<file path="src/rtl/ac_scan_ctrl.sv">
// ac_scan_ctrl: Aho-Corasick scan sequencer issuing goto lookups and following failure links.
module ac_scan_ctrl #(
  parameter int CHAR_W   = 4,
  parameter int STATE_W  = 8,
  parameter int POS_W    = 16,
  parameter int MAX_FAIL = 15
) (
  input  logic               i_clk,
  input  logic               i_rst,
  input  logic               i_start,
  input  logic               i_char_valid,
  input  logic [CHAR_W-1:0]  i_char_in,
  output logic               o_char_ready,
  output logic               o_goto_req,
  output logic [STATE_W-1:0] o_goto_state,
  output logic [CHAR_W-1:0]  o_goto_char,
  input  logic               i_goto_ack,
  input  logic               i_goto_hit,
  input  logic [STATE_W-1:0] i_goto_next,
  input  logic               i_goto_out,
  output logic               o_fail_req,
  output logic [STATE_W-1:0] o_fail_state,
  input  logic               i_fail_ack,
  input  logic [STATE_W-1:0] i_fail_next,
  output logic               o_match_valid,
  output logic [STATE_W-1:0] o_match_state,
  output logic [POS_W-1:0]   o_match_pos,
  output logic               o_busy,
  output logic               o_err
);
  localparam int CNT_W = $clog2(MAX_FAIL + 2);
  typedef enum logic [1:0] {IDLE, GOTO_WAIT, FAIL_WAIT} state_t;
  state_t             r_state, w_state;
  logic [STATE_W-1:0] r_cur, w_cur, r_ms, w_ms;
  logic [POS_W-1:0]   r_pos, w_pos, r_mp, w_mp;
  logic [CNT_W-1:0]   r_cnt, w_cnt, w_inc;
  logic [CHAR_W-1:0]  r_char, w_char;
  logic               r_greq, w_greq, r_freq, w_freq, r_rdy, r_mv, w_mv, r_err, w_err;

  always_comb begin
    w_state = r_state;
    w_cur   = r_cur;
    w_pos   = r_pos;
    w_cnt   = r_cnt;
    w_char  = r_char;
    w_greq  = r_greq;
    w_freq  = r_freq;
    w_mv    = 1'b0;
    w_ms    = r_ms;
    w_mp    = r_mp;
    w_err   = r_err;
    w_inc   = r_cnt + CNT_W'(1);
    if (i_start) begin
      w_state = IDLE;
      w_cur   = '0;
      w_pos   = '0;
      w_cnt   = '0;
      w_err   = 1'b0;
      w_greq  = 1'b0;
      w_freq  = 1'b0;
    end else begin
      case (r_state)
        IDLE: if (i_char_valid && r_rdy) begin
          w_char  = i_char_in;
          w_cnt   = '0;
          w_greq  = 1'b1;
          w_state = GOTO_WAIT;
        end
        GOTO_WAIT: if (i_goto_ack) begin
          w_greq = 1'b0;
          if (i_goto_hit) begin
            w_cur   = i_goto_next;
            w_pos   = r_pos + POS_W'(1);
            w_state = IDLE;
            w_mv    = i_goto_out;
            w_ms    = i_goto_out ? i_goto_next : r_ms;
            w_mp    = i_goto_out ? r_pos : r_mp;
          end else if (r_cur == '0) begin
            w_pos   = r_pos + POS_W'(1);
            w_state = IDLE;
          end else begin
            w_freq  = 1'b1;
            w_state = FAIL_WAIT;
          end
        end
        FAIL_WAIT: if (i_fail_ack) begin
          w_freq = 1'b0;
          w_cnt  = w_inc;
          if (w_inc > CNT_W'(MAX_FAIL)) begin
            w_err   = 1'b1;
            w_cur   = '0;
            w_pos   = r_pos + POS_W'(1);
            w_state = IDLE;
          end else begin
            w_cur   = i_fail_next;
            w_greq  = 1'b1;
            w_state = GOTO_WAIT;
          end
        end
        default: w_state = IDLE;
      endcase
    end
  end

  always_ff @(posedge i_clk or posedge i_rst) begin
    if (i_rst) begin
      r_state <= IDLE;
      r_cur   <= '0;
      r_pos   <= '0;
      r_cnt   <= '0;
      r_char  <= '0;
      r_greq  <= 1'b0;
      r_freq  <= 1'b0;
      r_rdy   <= 1'b0;
      r_mv    <= 1'b0;
      r_ms    <= '0;
      r_mp    <= '0;
      r_err   <= 1'b0;
    end else begin
      r_state <= w_state;
      r_cur   <= w_cur;
      r_pos   <= w_pos;
      r_cnt   <= w_cnt;
      r_char  <= w_char;
      r_greq  <= w_greq;
      r_freq  <= w_freq;
      r_rdy   <= (w_state == IDLE);
      r_mv    <= w_mv;
      r_ms    <= w_ms;
      r_mp    <= w_mp;
      r_err   <= w_err;
    end
  end

  assign o_char_ready  = r_rdy;
  assign o_goto_req    = r_greq;
  assign o_goto_state  = r_cur;
  assign o_goto_char   = r_char;
  assign o_fail_req    = r_freq;
  assign o_fail_state  = r_cur;
  assign o_match_valid = r_mv;
  assign o_match_state = r_ms;
  assign o_match_pos   = r_mp;
  assign o_busy        = (r_state != IDLE);
  assign o_err         = r_err;
endmodule

</file>
<file path="config.mk">
export PLATFORM = sky130hd
export DESIGN_NAME = ac_scan_ctrl
export DESIGN_NICKNAME = d
export VERILOG_FILES = /design/src/rtl/ac_scan_ctrl.sv
export SDC_FILE = /design/constraint.sdc
export NUM_CORES = 1
export LEC_CHECK = 0
export ABC_AREA = 1
export CAP_MARGIN = 20
export CELL_PAD_IN_SITES_DETAIL_PLACEMENT = 1
export CELL_PAD_IN_SITES_GLOBAL_PLACEMENT = 2
export CORE_UTILIZATION = 30
export CTS_BUF_LIST = sky130_fd_sc_hd__clkbuf_16
export CTS_CLUSTER_DIAMETER = 80
export CTS_CLUSTER_SIZE = 40
export DETAILED_ROUTE_END_ITERATION = 16
export PLACE_DENSITY_LB_ADDON = 0.1
export SYNTH_ARGS = -nofsm -noshare
export SYNTH_HDL_FRONTEND = slang
export SYNTH_SLANG_ARGS = --single-unit
</file>
<file path="constraint.sdc">
create_clock -name i_clk -period 5.85 [get_ports i_clk]
set_input_delay 0.8775 -clock i_clk [delete_from_list [all_inputs] [get_ports i_clk]]
set_output_delay 0.8775 -clock i_clk [all_outputs]
set_load 0.05 [all_outputs]
</file>
== After elaboration in Yosys (flattened, before gate mapping) ==
Index checks and enable logic that the tools add are counted.
Cells by class
  order comparisons: 1
  equal/unequal tests: 11
  add/sub/neg operators: 2
  shift-type cells: 0
  bitwise gates (word level): 1
  div/mod/pow operators: 0
  multiplexer cells: 45
  multipliers: 0
  reduce and logical (&&, ||, !) cells: 19
Operators by type and width (count)
  2-to-1 mux 16 bit: 6
  2-to-1 mux 8 bit: 5
  case mux 16 bit (2 select lines): 1
  != test 3 bit (second input constant): 8
  AND reduction 5 bit: 4
  2-to-1 mux 1 bit: 19
  adder 16 x 1 -> 16 bit (second input constant): 1
  case mux 8 bit (2 select lines): 1
  2-to-1 mux 5 bit: 3
  2-to-1 mux 2 bit: 6
  case mux 5 bit (2 select lines): 1
  AND reduction 3 bit: 3
  zero test 8 bit: 1
  nonzero test 2 bit: 4
  case mux 2 bit (3 select lines): 1
  nonzero test 3 bit: 2
  adder 5 x 1 -> 5 bit (second input constant): 1
  > comparator 5 x 4 -> 1 bit (second input constant): 1
  zero test 2 bit: 2
  != test 4 bit (second input constant): 1
  AND reduction 4 bit: 1
  nonzero test 4 bit: 1
  case mux 1 bit (3 select lines): 1
  == test 2 x 1 -> 1 bit (second input constant): 1
  other kinds (4): 4
Word-level totals
  bits in read-only memories: 0
  memories: 0
  bits in latches: 0
  RAM bits: 0
  output and inout port bits: 50
  register bits after elaboration: 64
  logic and storage cells: 91
  input port bits: 28

== Logic depth before layout (Yosys ltp) ==
Gate-level depths: netlist of the first run.
  depth in word-level cells: 7
  mapped depth: 12

== Least setup slack after synthesis of the first run ==
No wires, ideal clock.
  path type: in2reg
  start: input port i_start
  end: register r_pos[5]
  path slack: 3.951 ns
  stages: 10
  arrival: 1.783 ns
  setup time: 0.116 ns
  path buffers: 2
  cells stage by stage: buf_6 > nor2_1 > nand2_1 > inv_1 > nand3_1 > nand2_4 > buf_6 > inv_2 > nand2_1 > nand2_1
Between the ends
  longest elaborated chain between the ends: 2
  elaborated cells between the ends (all ways): 7
  classes of those cells: eq/ne: 4; mux: 1; reduce/logical: 2
RTL lines
  start: declaration: line 10  | input logic i_start,
  != test 4 bit (no source line) (tied with other cells)
  AND reduction 5 bit (no source line)
  end signal: assignment: line 122  | r_pos <= w_pos;
  end: declaration: line 35  | logic [POS_W-1:0] r_pos, w_pos, r_mp, w_mp;
Parallel ways exist; a longest one is shown, timed or not.
A chain may end at the register's enable or synchronous reset.

== Worst setup path in the final report of the first run ==
  start: input port i_start
  end: register r_ms[7], in the netlist o_match_state[7]
Between the ends
  longest elaborated chain between the ends: 2
RTL lines
  NOT 1 bit (no source line)
  AND reduction 5 bit (no source line)
  end signal: assignment: line 129  | r_ms <= w_ms;
  end: declaration: line 34  | logic [STATE_W-1:0] r_cur, w_cur, r_ms, w_ms;
Every way passes these cells.

==> results of run 1 <==
==> cells by family (layout without fill, tap and decap cells) <==
kind of cell / after synthesis / count (layout)
simple gates: 249 / 249
flops: 64 / 64
buf+inv: 54 / 131
compound gates: 50 / 50
mux: 4 / 4
fa+ha+maj: 3 / 3
xor+xnor: 1 / 1
==> worst max-delay path: stages <==
cell,delay (ns)
clkdlybuf4s50_1,0.81
inv_1,0.51
nand2_1,0.17
nor2_1,0.05
nand2_1,0.36
buf_4,0.34
inv_2,0.14
nand2_1,0.09
nand2_1,0.05
==> flip-flops by register name, summed over array words and instances (netlist names) <==
name,count
o_fail_req,1
o_err,1
o_goto_char,4
o_fail_state,8
r_state,2
o_goto_req,1
r_cnt,5
o_match_pos,16
o_char_ready,1
o_match_state,8
r_pos,16
o_match_valid,1
==> metal layers <==
layer	track usage	up-vias	wire length, µm
met3	0.0389	9	374
li1	-	1497	-
met4	0.0558	0	106
met1	0.237	1405	4430
met5	0	-	0
met2	0.270	63	4140
==> worst min path at each step <==
stage	startpoint	endpoint	slack, ns	cells after the start
2_1_floorplan	r_pos[15]	r_pos[15]	0.48	2
3_3_place_gp	o_goto_req	o_goto_req	0.46	2
3_5_place_dp	o_match_state[4]	o_match_state[4]	0.48	2
4_1_cts	o_match_pos[1]	o_match_pos[1]	0.49	2
5_1_grt	o_match_pos[1]	o_match_pos[1]	0.51	2
6_report	o_match_pos[1]	o_match_pos[1]	0.48	2
==> cell usage after synthesis (4+ instances only) <==
master   instances
nand4_1         11
inv_1           32
buf_4            8
o21ai_0         29
nor2_1          32
dfrtp_1         64
nand3_1         25
o21ai_1         13
nand2_1        163
mux2_2           4
nor3_1           4
inv_2            4
buf_6            4
a21oi_1          4
nand2_4          4
==> cell type report <==
| class | count | area share |
|---|---|---|
| Multi-Input combinational cell | 307 | 0.323 |
| Clock buffer | 9 | 0.0511 |
| Sequential cell | 64 | 0.364 |
| Clock inverter | 7 | 0.0148 |
| Tap cell | 136 | 0.0386 |
| Inverter | 36 | 0.0307 |
| Timing Repair Buffer | 79 | 0.178 |
==> through the flow <==
step,total power [mW],instances,instance area (µm²)
3_3_place_gp,0.916,622,4110
2_1_floorplan,0.793,425,3290
3_5_place_dp,0.920,622,4110
6_report,1.43,638,4400
4_1_cts,1.46,638,4400
5_1_grt,1.50,638,4400
==> power by group through the flow <==
stage | clock, mW | combinational, mW | sequential [mW]
after CTS | 0.546 | 0.393 | 0.522
after floorplan | 0 | 0.146 | 0.647
after global routing | 0.556 | 0.418 | 0.527
after global placement | 0 | 0.388 | 0.528
final | 0.527 | 0.388 | 0.521
after detailed placement | 0 | 0.392 | 0.529
==> cells in the final DEF (no fill, tap or decap), drive strengths merged, types with 2 or more instances in the layout <==
| cell | n |
|---|---|
| clkdlybuf4s50 | 77 |
| clkinv | 4 |
| mux2 | 4 |
| clkbuf | 9 |
| dfrtp | 64 |
| nor2 | 36 |
| ha | 3 |
| inv | 38 |
| buf | 2 |
| nand3 | 25 |
| o21ai | 43 |
| nand4 | 11 |
| nor3 | 5 |
| nand2 | 169 |
| o22ai | 3 |
| a21oi | 4 |
==> impl_results.md, run 1 <==
- Fin crit share: 0.548
- Area grow syn2layout: 33.9%
- Final setup fails: 0
- Setup TNS: 0 ns
- Syn Nets: 456
- Critical R2R Launch: r_cnt[0]
- CTS tree: done
- Routability Congestion: 0.735
- Initial DRC count: 92
- Final Core Density: 0.421
- Drt total wl: 9050 µm
- Std cell rows: 37
- Sequential share of power: 0.363
- Setup crit end: o_match_state[7]
- Die H: 107 µm
- Initial antenna violation count: 0
- Maximum vdd drop: 0.168 mV
- Post-cts resize count: 0
- Hold-fix buffers, CTS: 0
- Synth top area share: 0.487
- Synth Area in Compound Gates: 0.0784
- Min-delay worst type: flip-flop to flip-flop
- Adder-Cell Fraction of Synth Area: 0.0114
- Internal power: 0.939 mW
- Vias in the first global route: 3030
- Die X: 107 µm
- Antenna Cells: 0
- R2r setup slk: 3.98 ns
- RSZ-0062 raised after global routing: false
- Critical path startpoint category: input port
- Simple-Gate Fraction of Synth Area: 0.326
- Synth area leader: dfrtp_1
- Post-CTS Setup Inserts: 0
- Post-synthesis mux area share: 0.0137
- Pre-CTS setup slack: 2.23 ns
- Critical path class: input port to flip-flop
- Final setup margin: 2.64 ns
- Worst slew pin tran: 0.847 ns
- Largest family of logic cells by synthesized area: simple AND/OR/NAND/NOR gates
- Leakage power: 1.99 nW
- Largest net degree at the start of global routing: 65
- Final hold vios: 0
- Register area: 1600 µm²
- Max Buffers Root-to-Sink: 2
- Clock-pin slew on the worst setup and hold paths: 0.06 ns
- Yosys reg bits: 64
- Reg-to-Reg End: r_pos[11]
- Sw frac: 0.345
- CP Capture Type: flip-flop
- Max H-tree Level: 3
- Clock Power Share: 0.367
- Drt pass-1 iters: 4
- Area contributors post-synth: dfrtp_1, nand2_1, o21ai_0
- Grt total ovfl: 0
- Main flop type after synthesis: dfrtp_1
- Post-DP HPWL: 6630 µm
- Hold_ws: 0.482 ns
- XOR/XNOR Fraction of Synth Area: 0.00266
- Layout cell share with drive strength beyond 1: 0.0757
- CP required: 6.07 ns
- Global-route wire length before repair: 15300 µm
- Achievable Freq: 0.312 GHz
- DR vias: 2974
- Post-synthesis cell type count: 29
- Minimum clock period: 3.21 ns
- PwrDens: 326 nW/µm²
- Clk sinks: 64
- Area of the multi-input gates: 1420 µm²
- Starting density of the core: 0.314
- # DRC: 0
- Layout net count: 528
- Clock Root Buffer: clkbuf_16
- Sequential element share of the synthesized area: 0.487
- WL/cell: 14.2 µm
- Vias per cell: 4.66
- EDFF count, synth: 0
- R2R cell count: 10
- Final ANT Viol Nets: 0
- Pins over their slew limit: 0
- Total CTS buffers: 9
- Worst-path fanout max: 24
- Logic pwr share: 0.270
- Core area: 10500 µm²
- Critical Path Start: i_start
- PortBufs: 77
- Max-Cap Viols: 0
- Async SR Flop Fraction: 1.00
- Worst-Skew Late Latency: 0.33 ns
- P_sw: 0.495 mW
- Mapped Area: 3290 µm²
- Status: complete, no violations
- Post-Route Skew: 0.00762 ns
- Syn_area_per_cell: 7.74 µm²
- Arr. time, crit path: 3.42 ns
- Mapped Cells: 425
- Die area: 11400 µm²
- Ys Warns: 0
- FILL cells: 1298
- Max_slew headroom: 0.436
- IO Pins: 78
- Tot GR Track Use: 0.173
(Power assumes the default switching activity.)
==> run 2, diff against run 1 <==
--- a/config.mk
+++ b/config.mk
@@ -9,7 +9,7 @@
 export CAP_MARGIN = 20
 export CELL_PAD_IN_SITES_DETAIL_PLACEMENT = 1
 export CELL_PAD_IN_SITES_GLOBAL_PLACEMENT = 2
-export CORE_UTILIZATION = 30
+export CORE_UTILIZATION = 28
 export CTS_BUF_LIST = sky130_fd_sc_hd__clkbuf_16
 export CTS_CLUSTER_DIAMETER = 80
 export CTS_CLUSTER_SIZE = 40
==> constraint.sdc (replaced) <==
create_clock -name i_clk -period 3 [get_ports i_clk]
set_input_delay 0.45 -clock i_clk [delete_from_list [all_inputs] [get_ports i_clk]]
set_output_delay 0.45 -clock i_clk [all_outputs]
set_load 0.05 [all_outputs]
==> run 2 against run 1 <==
Die area rose by 7.0%. Sequential power rose by 94%. Non-clock buffer count rose by 3. Clock skew fell by 0.0019 ns. Via count rose by 0.77%. Clock power rose by 90%. Critical path depth fell by 6. Cell count rose by 1.3%. Flip-flop and latch count did not move. Combinational power rose by 95%. Power rose by 93%.
==> impl_results.md, run 2 (synthesized netlist as in run 1, its figures left out) <==
- Layout cell share with drive strength beyond 1: 0.0795 (+0.00383)
- PwrDens: 625 nW/µm² (+92%)
- Routability Congestion: 0.746 (+1.4%)
- Global-route wire length before repair: 14600 µm (-5.0%)
- Antenna Cells: 0 (unchanged)
- Met2 Use GR: 0.245 (-0.0242)
- Final Core Density: 0.388 (-0.0326)
- Post-DP HPWL: 6550 µm (-1.1%)
- Setup crit end: o_busy
- Commonest non-fill, non-tap cells in the layout: nand2_1, clkdlybuf4s50_1, dfrtp_1
- Hold-fix buffers, CTS: 0 (unchanged)
- Area grow syn2layout: 34.9%
- Drt total wl: 8920 µm (-1.4%)
- Largest net degree at the start of global routing: 65 (unchanged)
- Drt pass-1 iters: 4 (unchanged)
- Minimum clock period: 2.25 ns
- Post-cts resize count: 0 (unchanged)
- Cell depth of the worst setup path: 3 (-6)
- Pre-CTS setup slack: 0.644 ns (-1.59 ns)
- Max Buffers Root-to-Sink: 2 (unchanged)
- Met1 Use GR: 0.215 (-0.0212)
- Final hold vios: 0 (unchanged)
- Critical Path Start: r_state[0]
- Tot GR Track Use: 0.159 (-0.0139)
- Met3 GRT Util: 0.0406 (+0.00166)
- Std cell rows: 39 (+5.4%)
- CTS tree: done
- Max H-tree Level: 3 (unchanged)
- Slowest cell on crit path: clkdlybuf4s50_1
- Die area: 12200 µm² (+7.0%)
- Worst-path cell chain: inv_2 -> nand2_1 -> clkdlybuf4s50_1
- Fin crit share: 0.750
- Commonest non-fill, non-tap cell in the layout: nand2_1
- Worst slew pin tran: 0.552 ns (-0.294 ns)
- Starting density of the core: 0.288 (-0.0263)
- Pwr Total: 2.77 mW (+93%)
- Die H: 110 µm (+3.4%)
- Status: complete, no violations
- Max-Cap Viols: 0 (unchanged)
- Vias per cell: 4.64 (-0.47%)
- Initial antenna violation count: 0 (unchanged)
- WL/cell: 13.8 µm (-2.7%)
- Crit path buf inv count: 2 (-2)
- PortBufs: 77 (unchanged)
- Final setup fails: 0 (unchanged)
- Maximum vdd drop: 0.271 mV (+61%)
- Grt total ovfl: 0 (unchanged)
- Reg-to-Reg End: o_fail_state[4]
- R2R cell count: 12 (+2)
- Critical R2R Launch: r_cnt[0]
- CP Capture Type: primary output
- Clock Root Buffer: clkbuf_16
- CP top delay family: buffers and inverters
- Max_slew headroom: 0.631 (+0.195)
- Worst-path fanout max: 5 (-79%)
- CP required: 2.55 ns (-3.52 ns)
- DR vias: 2997 (+0.77%)
- Total CTS buffers: 9 (unchanged)
- Vias in the first global route: 2908 (-4.0%)
- R2r setup slk: 1.07 ns (-2.91 ns)
- Setup TNS: 0 ns (unchanged)
- Critical Path Max Stage Delay: 0.82 ns (about the same)
- Achievable Freq: 0.445 GHz
- RSZ-0062 raised after global routing: false
- Layout net count: 531 (+0.57%)
- # DRC: 0 (unchanged)
- Die X: 110 µm (+3.4%)
- Arr. time, crit path: 1.80 ns (-1.62 ns)
- Post-Route Skew: 0.00576 ns (-0.00186 ns)
- Final setup margin: 0.751 ns (-1.89 ns)
- Pins over their slew limit: 0 (unchanged)
- Final ANT Viol Nets: 0 (unchanged)
- Initial DRC count: 106 (+15%)
- Post-CTS Setup Inserts: 0 (unchanged)
- IO Pins: 78 (unchanged)
- Leakage power: 1.99 nW (+0.25%)
- Core area: 11400 µm² (+9.1%)
- Critical path class: flip-flop to primary output
- Critical path startpoint category: flip-flop
- GRT busiest layer: met2
- Clk sinks: 64 (unchanged)
- Worst-Skew Late Latency: 0.33 ns (about the same)
- Clock-pin slew on the worst setup and hold paths: 0.06 ns (about the same)
- Min-delay worst type: flip-flop to flip-flop
-- run 2: changes by cell type in the layout (fill, tap and decap cells not counted), sizes merged --
cell / change
clkinvlp: +1
clkinv: -2
buf: +3
inv: -1
-- run 2: worst min-delay path by stage --
stage / cells after the start / slack, ns / endpoint / startpoint
floorplan: 2 / 0.48 / r_pos[15] / r_pos[15]
global placement: 2 / 0.46 / o_match_state[6] / o_match_state[6]
detailed placement: 2 / 0.47 / o_match_state[3] / o_match_state[3]
CTS: 2 / 0.49 / o_match_state[4] / o_match_state[4]
global route: 2 / 0.50 / o_match_state[4] / o_match_state[4]
finish: 2 / 0.48 / o_match_state[5] / o_match_state[5]
-- run 2: per-stage QoR --
step | hold WS, ns | area [µm²] | cells
floorplan | 0.481 | 3290 | 425
global placement | 0.463 | 4160 | 632
detailed placement | 0.471 | 4160 | 632
CTS | 0.487 | 4430 | 646
global route | 0.503 | 4430 | 646
finish | 0.479 | 4430 | 646
-- run 2: worst register-to-register path: stages (launching register included) --
cell and delay (ns):
dfrtp_1 0.40, inv_1 0.10, ha_1 0.31, nor2_1 0.05
nand2_1 0.05, nor2_1 0.04, nand2_1 0.13, nand2_1 0.15
nor2_1 0.35, nand2_1 0.09, nand2_1 0.08, nand2_1 0.06
nand2_1 0.06
-- run 2: cell type report --
type,count,area (µm²)
clock buffers,9,225
clock inverters,5,51.3
fillers,1397,6980
inverters,36,135
multi-input cells,307,1420
flip-flops and latches,64,1600
well taps,143,179
repair buffers,82,821
-- run 2: power by group --
group          total (mW)  switching, mW  internal (mW)
combinational       0.758          0.506          0.252
sequential           1.01         0.0648          0.947
clock               0.999          0.373          0.627
total                2.77          0.943           1.83
-- run 2: per-layer routing --
metal | part of all wire | routed length, µm
met2 | 0.44 | 3970
met5 | 0 | 0
met3 | 0.035 | 309
met4 | 0.012 | 108
met1 | 0.51 | 4540
